==> src/rtl/uart_pkg.sv <==
// uart_pkg: constants and helpers shared by the UART receive/transmit blocks.
//   UART_DATA_W        bits per character
//   UART_RXFIFO_DEPTH  entries in the receive buffer
//   uart_clog2()       ceiling log2, used to size FIFO pointers
//   fifo_op_e          per-cycle FIFO operation after qualification
package uart_pkg;

    localparam int unsigned UART_DATA_W       = 8;
    localparam int unsigned UART_RXFIFO_DEPTH = 16;

    typedef enum logic [1:0] {
        FIFO_IDLE = 2'b00,
        FIFO_PUSH = 2'b01,
        FIFO_POP  = 2'b10,
        FIFO_BOTH = 2'b11
    } fifo_op_e;

    function automatic int unsigned uart_clog2(input int unsigned value);
        int unsigned result;
        int unsigned v;
        result = 0;
        v      = (value > 0) ? value - 1 : 0;
        while (v > 0) begin
            result = result + 1;
            v      = v >> 1;
        end
        return result;
    endfunction

endpackage

==> src/rtl/uart_fifo_ram.sv <==
// uart_fifo_ram: DEPTH x DATA_W register array, one synchronous write port
// and one asynchronous read port. Shared by the RX and TX FIFOs.
//   clk    clock
//   reset  synchronous active-high; clears every entry to 0
//   we     write enable
//   waddr  write address
//   wdata  write data
//   raddr  read address
//   rdata  read data, combinational from mem[raddr]
module uart_fifo_ram #(
    parameter int unsigned DEPTH  = 16,
    parameter int unsigned AW     = 4,
    parameter int unsigned DATA_W = 8
) (
    input  logic              clk,
    input  logic              reset,
    input  logic              we,
    input  logic [AW-1:0]     waddr,
    input  logic [DATA_W-1:0] wdata,
    input  logic [AW-1:0]     raddr,
    output logic [DATA_W-1:0] rdata
);

    logic [DATA_W-1:0] mem_q [DEPTH];

    // Entries are cleared on reset so a read while empty never returns X.
    always_ff @(posedge clk) begin
        if (reset) begin
            for (int unsigned i = 0; i < DEPTH; i++) begin
                mem_q[i] <= '0;
            end
        end else if (we) begin
            mem_q[waddr] <= wdata;
        end
    end

    assign rdata = mem_q[raddr];

endmodule

==> src/rtl/uart_rx_fifo.sv <==
// uart_rx_fifo: first-word-fall-through receive buffer between uart_rx and
// uart_reg, with level flags, sticky overrun and a threshold interrupt.
//   clk         clock (PCLK domain)
//   reset       synchronous active-high
//   rx_load     character valid strobe from uart_rx
//   rx_data     character from uart_rx
//   pop         consume head entry
//   rd_data     head entry, valid when empty=0
//   empty/full  count==0 / count==DEPTH
//   count       entries held, 0..DEPTH
//   thresh      interrupt level, 0 disables
//   thresh_irq  level: count>=thresh and thresh!=0
//   irq_pulse   one-cycle pulse on thresh_irq rising
//   overrun     sticky: a character was dropped
//   ovr_clr     clears overrun (a same-cycle set wins)
//   flush       discard all entries; overrides push and pop
module uart_rx_fifo
    import uart_pkg::*;
#(
    parameter int unsigned DEPTH  = UART_RXFIFO_DEPTH,
    parameter int unsigned AW     = uart_clog2(DEPTH),
    parameter int unsigned DATA_W = UART_DATA_W
) (
    input  logic              clk,
    input  logic              reset,
    input  logic              rx_load,
    input  logic [DATA_W-1:0] rx_data,
    input  logic              pop,
    output logic [DATA_W-1:0] rd_data,
    output logic              empty,
    output logic              full,
    output logic [AW:0]       count,
    input  logic [AW:0]       thresh,
    output logic              thresh_irq,
    output logic              irq_pulse,
    output logic              overrun,
    input  logic              ovr_clr,
    input  logic              flush
);

    localparam logic [AW:0] FULL_CNT = (AW+1)'(DEPTH);

    logic [AW-1:0] wr_ptr_q, wr_ptr_d;
    logic [AW-1:0] rd_ptr_q, rd_ptr_d;
    logic [AW:0]   count_q, count_d;
    logic          overrun_q, overrun_d;
    logic          thresh_irq_q, thresh_irq_d;
    logic          irq_pulse_q, irq_pulse_d;

    logic          empty_w, full_w;
    logic          pop_ok, push_ok, drop;
    logic          ram_we;
    fifo_op_e      op;

    assign empty_w = (count_q == '0);
    assign full_w  = (count_q == FULL_CNT);

    always_comb begin
        pop_ok  = pop && !empty_w;
        // A valid pop frees the slot the push needs, so a full FIFO still accepts.
        push_ok = rx_load && (!full_w || pop_ok);
        drop    = rx_load && full_w && !pop_ok && !flush;
        op      = fifo_op_e'({pop_ok, push_ok});
        ram_we  = push_ok && !flush;
    end

    always_comb begin
        wr_ptr_d = wr_ptr_q;
        rd_ptr_d = rd_ptr_q;
        count_d  = count_q;

        if (flush) begin
            wr_ptr_d = '0;
            rd_ptr_d = '0;
            count_d  = '0;
        end else begin
            unique case (op)
                FIFO_PUSH: begin
                    wr_ptr_d = wr_ptr_q + 1'b1;
                    count_d  = count_q + 1'b1;
                end
                FIFO_POP: begin
                    rd_ptr_d = rd_ptr_q + 1'b1;
                    count_d  = count_q - 1'b1;
                end
                FIFO_BOTH: begin
                    wr_ptr_d = wr_ptr_q + 1'b1;
                    rd_ptr_d = rd_ptr_q + 1'b1;
                end
                default: ;
            endcase
        end

        overrun_d = drop ? 1'b1 : (ovr_clr ? 1'b0 : overrun_q);

        // Evaluated on next-state count so the flag moves with count.
        thresh_irq_d = (thresh != '0) && (count_d >= thresh);
        irq_pulse_d  = thresh_irq_d && !thresh_irq_q;
    end

    always_ff @(posedge clk) begin
        if (reset) begin
            wr_ptr_q     <= '0;
            rd_ptr_q     <= '0;
            count_q      <= '0;
            overrun_q    <= 1'b0;
            thresh_irq_q <= 1'b0;
            irq_pulse_q  <= 1'b0;
        end else begin
            wr_ptr_q     <= wr_ptr_d;
            rd_ptr_q     <= rd_ptr_d;
            count_q      <= count_d;
            overrun_q    <= overrun_d;
            thresh_irq_q <= thresh_irq_d;
            irq_pulse_q  <= irq_pulse_d;
        end
    end

    uart_fifo_ram #(
        .DEPTH  (DEPTH),
        .AW     (AW),
        .DATA_W (DATA_W)
    ) u_ram (
        .clk   (clk),
        .reset (reset),
        .we    (ram_we),
        .waddr (wr_ptr_q),
        .wdata (rx_data),
        .raddr (rd_ptr_q),
        .rdata (rd_data)
    );

    assign empty      = empty_w;
    assign full       = full_w;
    assign count      = count_q;
    assign overrun    = overrun_q;
    assign thresh_irq = thresh_irq_q;
    assign irq_pulse  = irq_pulse_q;

endmodule

==> config.mk <==
export PLATFORM = sky130hd
export DESIGN_NAME = uart_rx_fifo
export DESIGN_NICKNAME = d
export VERILOG_FILES = /design/src/rtl/uart_pkg.sv /design/src/rtl/uart_fifo_ram.sv /design/src/rtl/uart_rx_fifo.sv
export SDC_FILE = /design/constraint.sdc
export NUM_CORES = 1
export LEC_CHECK = 0
export ABC_AREA = 1
export BUFFER_PORTS_ARGS = -buffer_cell sky130_fd_sc_hd__buf_2
export CAP_MARGIN = 0
export CORE_MARGIN = 5
export CORE_UTILIZATION = 60
export CTS_CLUSTER_DIAMETER = 200
export DETAILED_ROUTE_END_ITERATION = 7
export HOLD_SLACK_MARGIN = 0.03
export PLACE_DENSITY = 0.83
export SLEW_MARGIN = 5
export SYNTH_ARGS = -nofsm -noshare
export SYNTH_HDL_FRONTEND = slang
export SYNTH_SLANG_ARGS = --single-unit
==> constraint.sdc <==
create_clock -name clk -period 2.9 [get_ports clk]
set_input_delay 0.29 -clock clk [delete_from_list [all_inputs] [get_ports clk]]
set_output_delay 0.29 -clock clk [all_outputs]
set_load 0.02 [all_outputs]
# [Yosys cells after proc, flatten, opt, wreduce, memory -nomap -nowiden]
# Memory sizes are Yosys's and may differ from the RTL's. A register that Yosys moved wholly into a read port is not among the register bits.
# Cells that the tools add are included.
[word_totals] register_bits=16 latchBits=0 ram_bits=128 mem_bits_ro=0 in_bits=19 wordCells=51 memories=1
[memory_table] memory="u_ram.mem_q" depth=16 width=8 read_ports=1 rd_ports_with_merged_regs=1 write_ports=16 line="uart_fifo_ram.sv:24" rtl="logic [DATA_W-1:0] mem_q [DEPTH];"
[classes] n_addsub=4 n_mul=0 div=0 n_lt_le_gt_ge=1 n_eq_ne=4 shifts=0 muxes=14 bitwise_logic=0 reduce_logical=21
[op_table] cell="$mux W4" count=3
[op_table] cell="$pmux W5 S2" count=1
[op_table] cell="$add A4 B1 Y4 const B" count=2
[op_table] cell="$logic_and A1 B1 Y1" count=8
[op_table] cell="$mux W1" count=8
[op_table] cell="$mux W8" count=1
[op_table] cell="$reduce_or A8 Y1" count=1
[op_table] cell="$reduce_or A2 Y1" count=3
[op_table] cell="$add A5 B1 Y5 const B" count=1
[op_table] cell="$eq A5 B5 Y1 const B" count=1
[op_table] cell="$ge A5 B5 Y1" count=1
[op_table] cell="$logic_not A1 Y1" count=5
[op_table] cell="$logic_not A5 Y1" count=1
[op_table] cell="$mux W5" count=1
[op_table] cell="$reduce_bool A5 Y1" count=1
[op_table] cell="$sub A5 B1 Y5 const B" count=1
[op_table] cell="$eq A2 B2 Y1 const B" count=2
[op_table] cell="$eq A2 B1 Y1 const B" count=1
[op_table] cell="$reduce_bool A2 Y1" count=1
[op_table] cell="$logic_or A1 B1 Y1" count=1

# [Depth between registers and ports, before layout]
[depth] depth_word=11 depth_mapped=23

# [Cells and area by module]
# From an unflattened synthesis, not the netlist that was laid out.
[hier_totals] cells_unflattened=854 area_unflattened_um2=7310.8
[by_module_without_submodules] module="uart_fifo_ram" instances=1 cells_each=708 area_each_um2=6244.7 seq_area_each_um2=3843.7
[by_module_without_submodules] module="uart_rx_fifo" instances=1 cells_each=146 area_each_um2=1066.0 seq_area_each_um2=320.3

# [Worst setup path after synthesis]
# OpenSTA, ideal clock, no wires.
[synth_timing] path_type="reg-to-reg" start="register count_q[1], in the netlist count[1]" end="register irq_pulse_q, in the netlist irq_pulse" arrival_ps=2606 path_slack_ps=216 stages_incl_launch_ff=21 period_less_slack_ps=2684 cell_sequence="dfxtp_1 -> nor2_1 -> nand3_1 -> nand2_1 -> inv_1 -> nand2_2 -> inv_1 -> ha_1 -> nand2_1 -> nor2_1 -> nor2_1 -> nand3_1 -> nand2_1 -> nand2_1 -> nand3_1 -> inv_1 -> ha_1 -> nand2_1 -> o2111ai_1 -> nand2_1 -> nor3_1"
[synth_via] elab_chain_len=11 word_cells_on_any_way=16
[synth_lines] item="from (decl)" line="uart_rx_fifo.sv:45" rtl="logic [AW:0] count_q, count_d;"
[synth_lines] item="from (signal assigned)" line="uart_rx_fifo.sv:112" rtl="count_q <= count_d;"
[synth_lines] item="$logic_not A5 Y1" line="uart_rx_fifo.sv:55" rtl="assign empty_w = (count_q == '0);"
[synth_lines] item="$logic_not A1 Y1" line="uart_rx_fifo.sv:59" rtl="pop_ok = pop && !empty_w;"
[synth_lines] item="$logic_and A1 B1 Y1" line="uart_rx_fifo.sv:59"
[synth_lines] item="$logic_or A1 B1 Y1" line="uart_rx_fifo.sv:61" rtl="push_ok = rx_load && (!full_w || pop_ok);"
[synth_lines] item="$logic_and A1 B1 Y1" line="uart_rx_fifo.sv:61"
[synth_lines] item="$eq A2 B2 Y1 or $eq A2 B1 Y1 (tied branches)" line="uart_rx_fifo.sv:77" rtl="unique case (op)"
[synth_lines] item="$pmux W5 S2 *" line="uart_rx_fifo.sv:77"
[synth_lines] item="$mux W5 *" line="uart_rx_fifo.sv:72" rtl="if (flush) begin"
[synth_lines] item="named net count_d[4]" line="uart_rx_fifo.sv:45"
[synth_lines] item="$ge A5 B5 Y1 *" line="uart_rx_fifo.sv:97" rtl="thresh_irq_d = (thresh != '0) && (count_d >= thresh);"
[synth_lines] item="$logic_and A1 B1 Y1 *" line="uart_rx_fifo.sv:97"
[synth_lines] item="$logic_and A1 B1 Y1 *" line="uart_rx_fifo.sv:98" rtl="irq_pulse_d = thresh_irq_d && !thresh_irq_q;"
[synth_lines] item="to (signal assigned)" line="uart_rx_fifo.sv:115" rtl="irq_pulse_q <= irq_pulse_d;"
[synth_lines] item="to (decl)" line="uart_rx_fifo.sv:48" rtl="logic irq_pulse_q, irq_pulse_d;"
# The timed path passes the listed nets; every way through them passes the cells marked *.
# A chain may end at the register's enable or synchronous reset.

# [Worst setup path after layout]
[layout_timing] start="register count_q[0], in the netlist count[0]" end="register irq_pulse_q, in the netlist irq_pulse"
# Same word-level chain as after synthesis.

==> results.json <==
{
  "cts_buffer_depth": 2,
  "power.density_nw_per_um2": 655.6,
  "dieHeight_um": 117.4,
  "worst_pin_slew_ns": 0.7812,
  "maxCapViolCount": 0,
  "ff2ff_path_depth": 21,
  "combPwrFrac_pct": 9.8,
  "viasPerCell": 6.168,
  "netlist_instances": 681,
  "antenna_found_initial": 0,
  "hold_buffers": 0,
  "final_util_pct": 69.54,
  "final_common_cell": "nor2_1",
  "ir_worst_vdd_v": 0.0003904,
  "p_switching_mw": 1.230,
  "pwr-share-seq_pct": 46.7,
  "ys_ff_latch": 148,
  "power_mw": 5.184,
  "intPower_mw": 3.954,
  "first_global_vias": 5220,
  "vias": 5348,
  "cts_sinks": 148,
  "die_area_um2": 13780,
  "io_buffers": 36,
  "die_x_um": 117.4,
  "status": "finished, final reports clean",
  "crit_family": "simple AND/OR/NAND/NOR gates",
  "drt_wl_total_um": 17280,
  "grt_first_pass_wirelength_um": 26940,
  "crit_top_cell": "nand2_1",
  "cp_num_cells": 21,
  "initial_core_util_pct": 60.86,
  "coreArea_um2": 11370,
  "required_ns": 3.26,
  "clock_latency_ns": 0.43,
  "power.leakage_nw": 3.375,
  "crit_slowest_cell": "dfxtp_1",
  "htree_num_levels": 4,
  "cp_num_buf_inv": 4,
  "slew_headroom_pct": 47.86,
  "layout-drive-gt1-share_pct": 15.61,
  "worstPathMaxFanout": 7,
  "stdcell_count": 867,
  "hold_slack_ns": 0.04721,
  "fillers": 791,
  "syn_to_final_growth_pct": 14.27,
  "hold_class": "in2reg",
  "synth_top_area_cell": "edfxtp_1",
  "drt_iter0_markers": 731,
  "dp.cells": 833,
  "cts_tree": "yes",
  "post-route-min-period_ns": 2.798,
  "rows": 39,
  "crit_arrival_ns": 3.16,
  "ios": 37,
  "gp_congestion": 0.8644,
  "nNetsFinal": 744,
  "finalSetupTns_ns": 0,
  "setup_violations": 0,
  "firstDrtPassIters": 6,
  "final_cell_mix": "nor2_1 (209), edfxtp_1 (128), o21ai_0 (68)",
  "syn_area_per_cell_um2": 10.16,
  "yosys_warnings": 0,
  "skew_ns": 0.006777,
  "maxSlewViolCount": 0,
  "max_stage_delay_ns": 0.46,
  "wire_per_inst_um": 19.93,
  "cts.root.buffer_cell": "clkbuf_16",
  "n_antenna_cell": 0,
  "yosys-top-cells-area": "edfxtp_1 (56%), nor2_1 (11%), dfxtp_1 (5.8%)",
  "worstPathCellList": "nor2_4, nand3_2, nand2_2, inv_2, nand2_4, fa_1, nor2_1, nor2_1, inv_1, nand2_1, nand2_1, nand2_1, nand3_2, inv_1, ha_4, nand2_1, inv_1, nand4_1, o2111ai_1, nand2_1, nor3_2",
  "path_class": "reg2reg",
  "drc": 0,
  "fmax_mhz": 357.4,
  "p_sw_share_pct": 23.72,
  "dp_hpwl_um": 11010,
  "timing.final.hold_violations": 0,
  "antenna_left": 0,
  "ys_types": 32,
  "ys_seq_area_share_pct": 61.34,
  "grt_overflow_total": 0,
  "min_path_cells": 2,
  "synth_top_area_share_pct": 55.55,
  "clockPowerShare_pct": 43.4,
  "cts_made_buffers": 17,
  "track_usage_pct": 25.13,
  "syn_area_um2": 6919,
  "path_clk_slew_ns": 0.06,
  "worstSetupEndpointType": "flop",
  "finalCritPeriodShare_pct": 96.50,
  "cp-start-kind": "flop",
  "synthesis.nets": 714,
  "grt_max_degree": 65
}
==> synthesized netlist by cell type (all sizes together) <==
cell type / count
nor2: 219
edfxtp: 128
o21ai: 72
nand2: 61
inv: 45
nand3: 28
clkbuf: 27
o221ai: 26
dfxtp: 20
ha: 13
a21oi: 7
buf: 6
o211ai: 6
o22ai: 6
xor2: 4
nand4: 3
nor3: 3
clkinv: 2
fa: 1
nand3b: 1
o2111ai: 1
o21bai: 1
o32ai: 1
==> worst reg2reg max path: cells and delay by family (launching register included) <==
family / cells / cell delay (ns)
compound gates: 1 / 0.09
buf+inv: 4 / 0.30
flops: 1 / 0.46
simple gates: 14 / 1.17
fa+ha+maj: 2 / 0.72
==> metal layers <==
metal	up-vias	GRT usage (%)	part of all wire (%)
met5	-	0	0
met4	0	12.62	4.7
met3	79	6.545	9.9
met2	353	40.10	48
met1	2500	31.75	37
li1	2416	-	-
==> sequential cells by signal, summed over array words and instances, names as in the netlist, named ones only <==
| name | flops |
|---|---|
| rd_ptr_q | 4 |
| count | 5 |
| overrun | 1 |
| wr_ptr_q | 4 |
| thresh_irq | 1 |
| u_ram.mem_q | 128 |
| irq_pulse | 1 |
==> power groups by stage <==
stage	sequential [mW]	combinational, mW	clock (mW)
CTS	2.42	0.474	2.23
detailed placement	2.46	0.464	0
finish	2.42	0.509	2.25
floorplan	2.46	0.308	0
global route	2.43	0.553	2.35
global placement	2.46	0.448	0
==> cell families after synthesis <==
group	count (synthesis)	share of synthesized area (%)
DFF	148	61.34
AOI/OAI and AO/OA	120	10.56
buffers and inverters	80	4.430
xor gates and xnor gates	4	0.5063
adders and majority gates	14	2.640
and+or+nand+nor	315	20.52
==> per-stage QoR <==
stage               cell area (um^2)  worst slack, ns
finish                          7906           0.1016
global route                    7906          -0.1403
CTS                             7824         0.003267
detailed placement              7209         -0.04299
global placement                7209           0.1173
floorplan                       6919           0.2163
==> final timing paths <==
kind                            startpoint        end  slack [ns]
worst max register to register    count[0]  irq_pulse        0.10
worst min-delay path               ovr_clr    overrun        0.05
worst min register to register  thresh_irq  irq_pulse        0.45
worst max-delay path              count[0]  irq_pulse        0.10
==> final cells by class <==
class                      count  area [um^2]  share of cell area [%]
sequential                   148         4250                   53.76
multi-input combinational    453         2449                   30.97
inverter                      47        178.9                   2.263
tap                          143        178.9                   2.263
timing repair buffer          44        252.7                   3.197
clock buffer                  19        432.9                   5.476
clock inverter                13        163.9                   2.073
==> what timing repair did <==
item | in CTS | in global routing
setup buffers | 0 | 2
resized for setup | 4 | 16
setup endpoints to repair | 2 | 2
pin swaps | 0 | 6
Note: power is estimated with default switching activity, not from simulation.
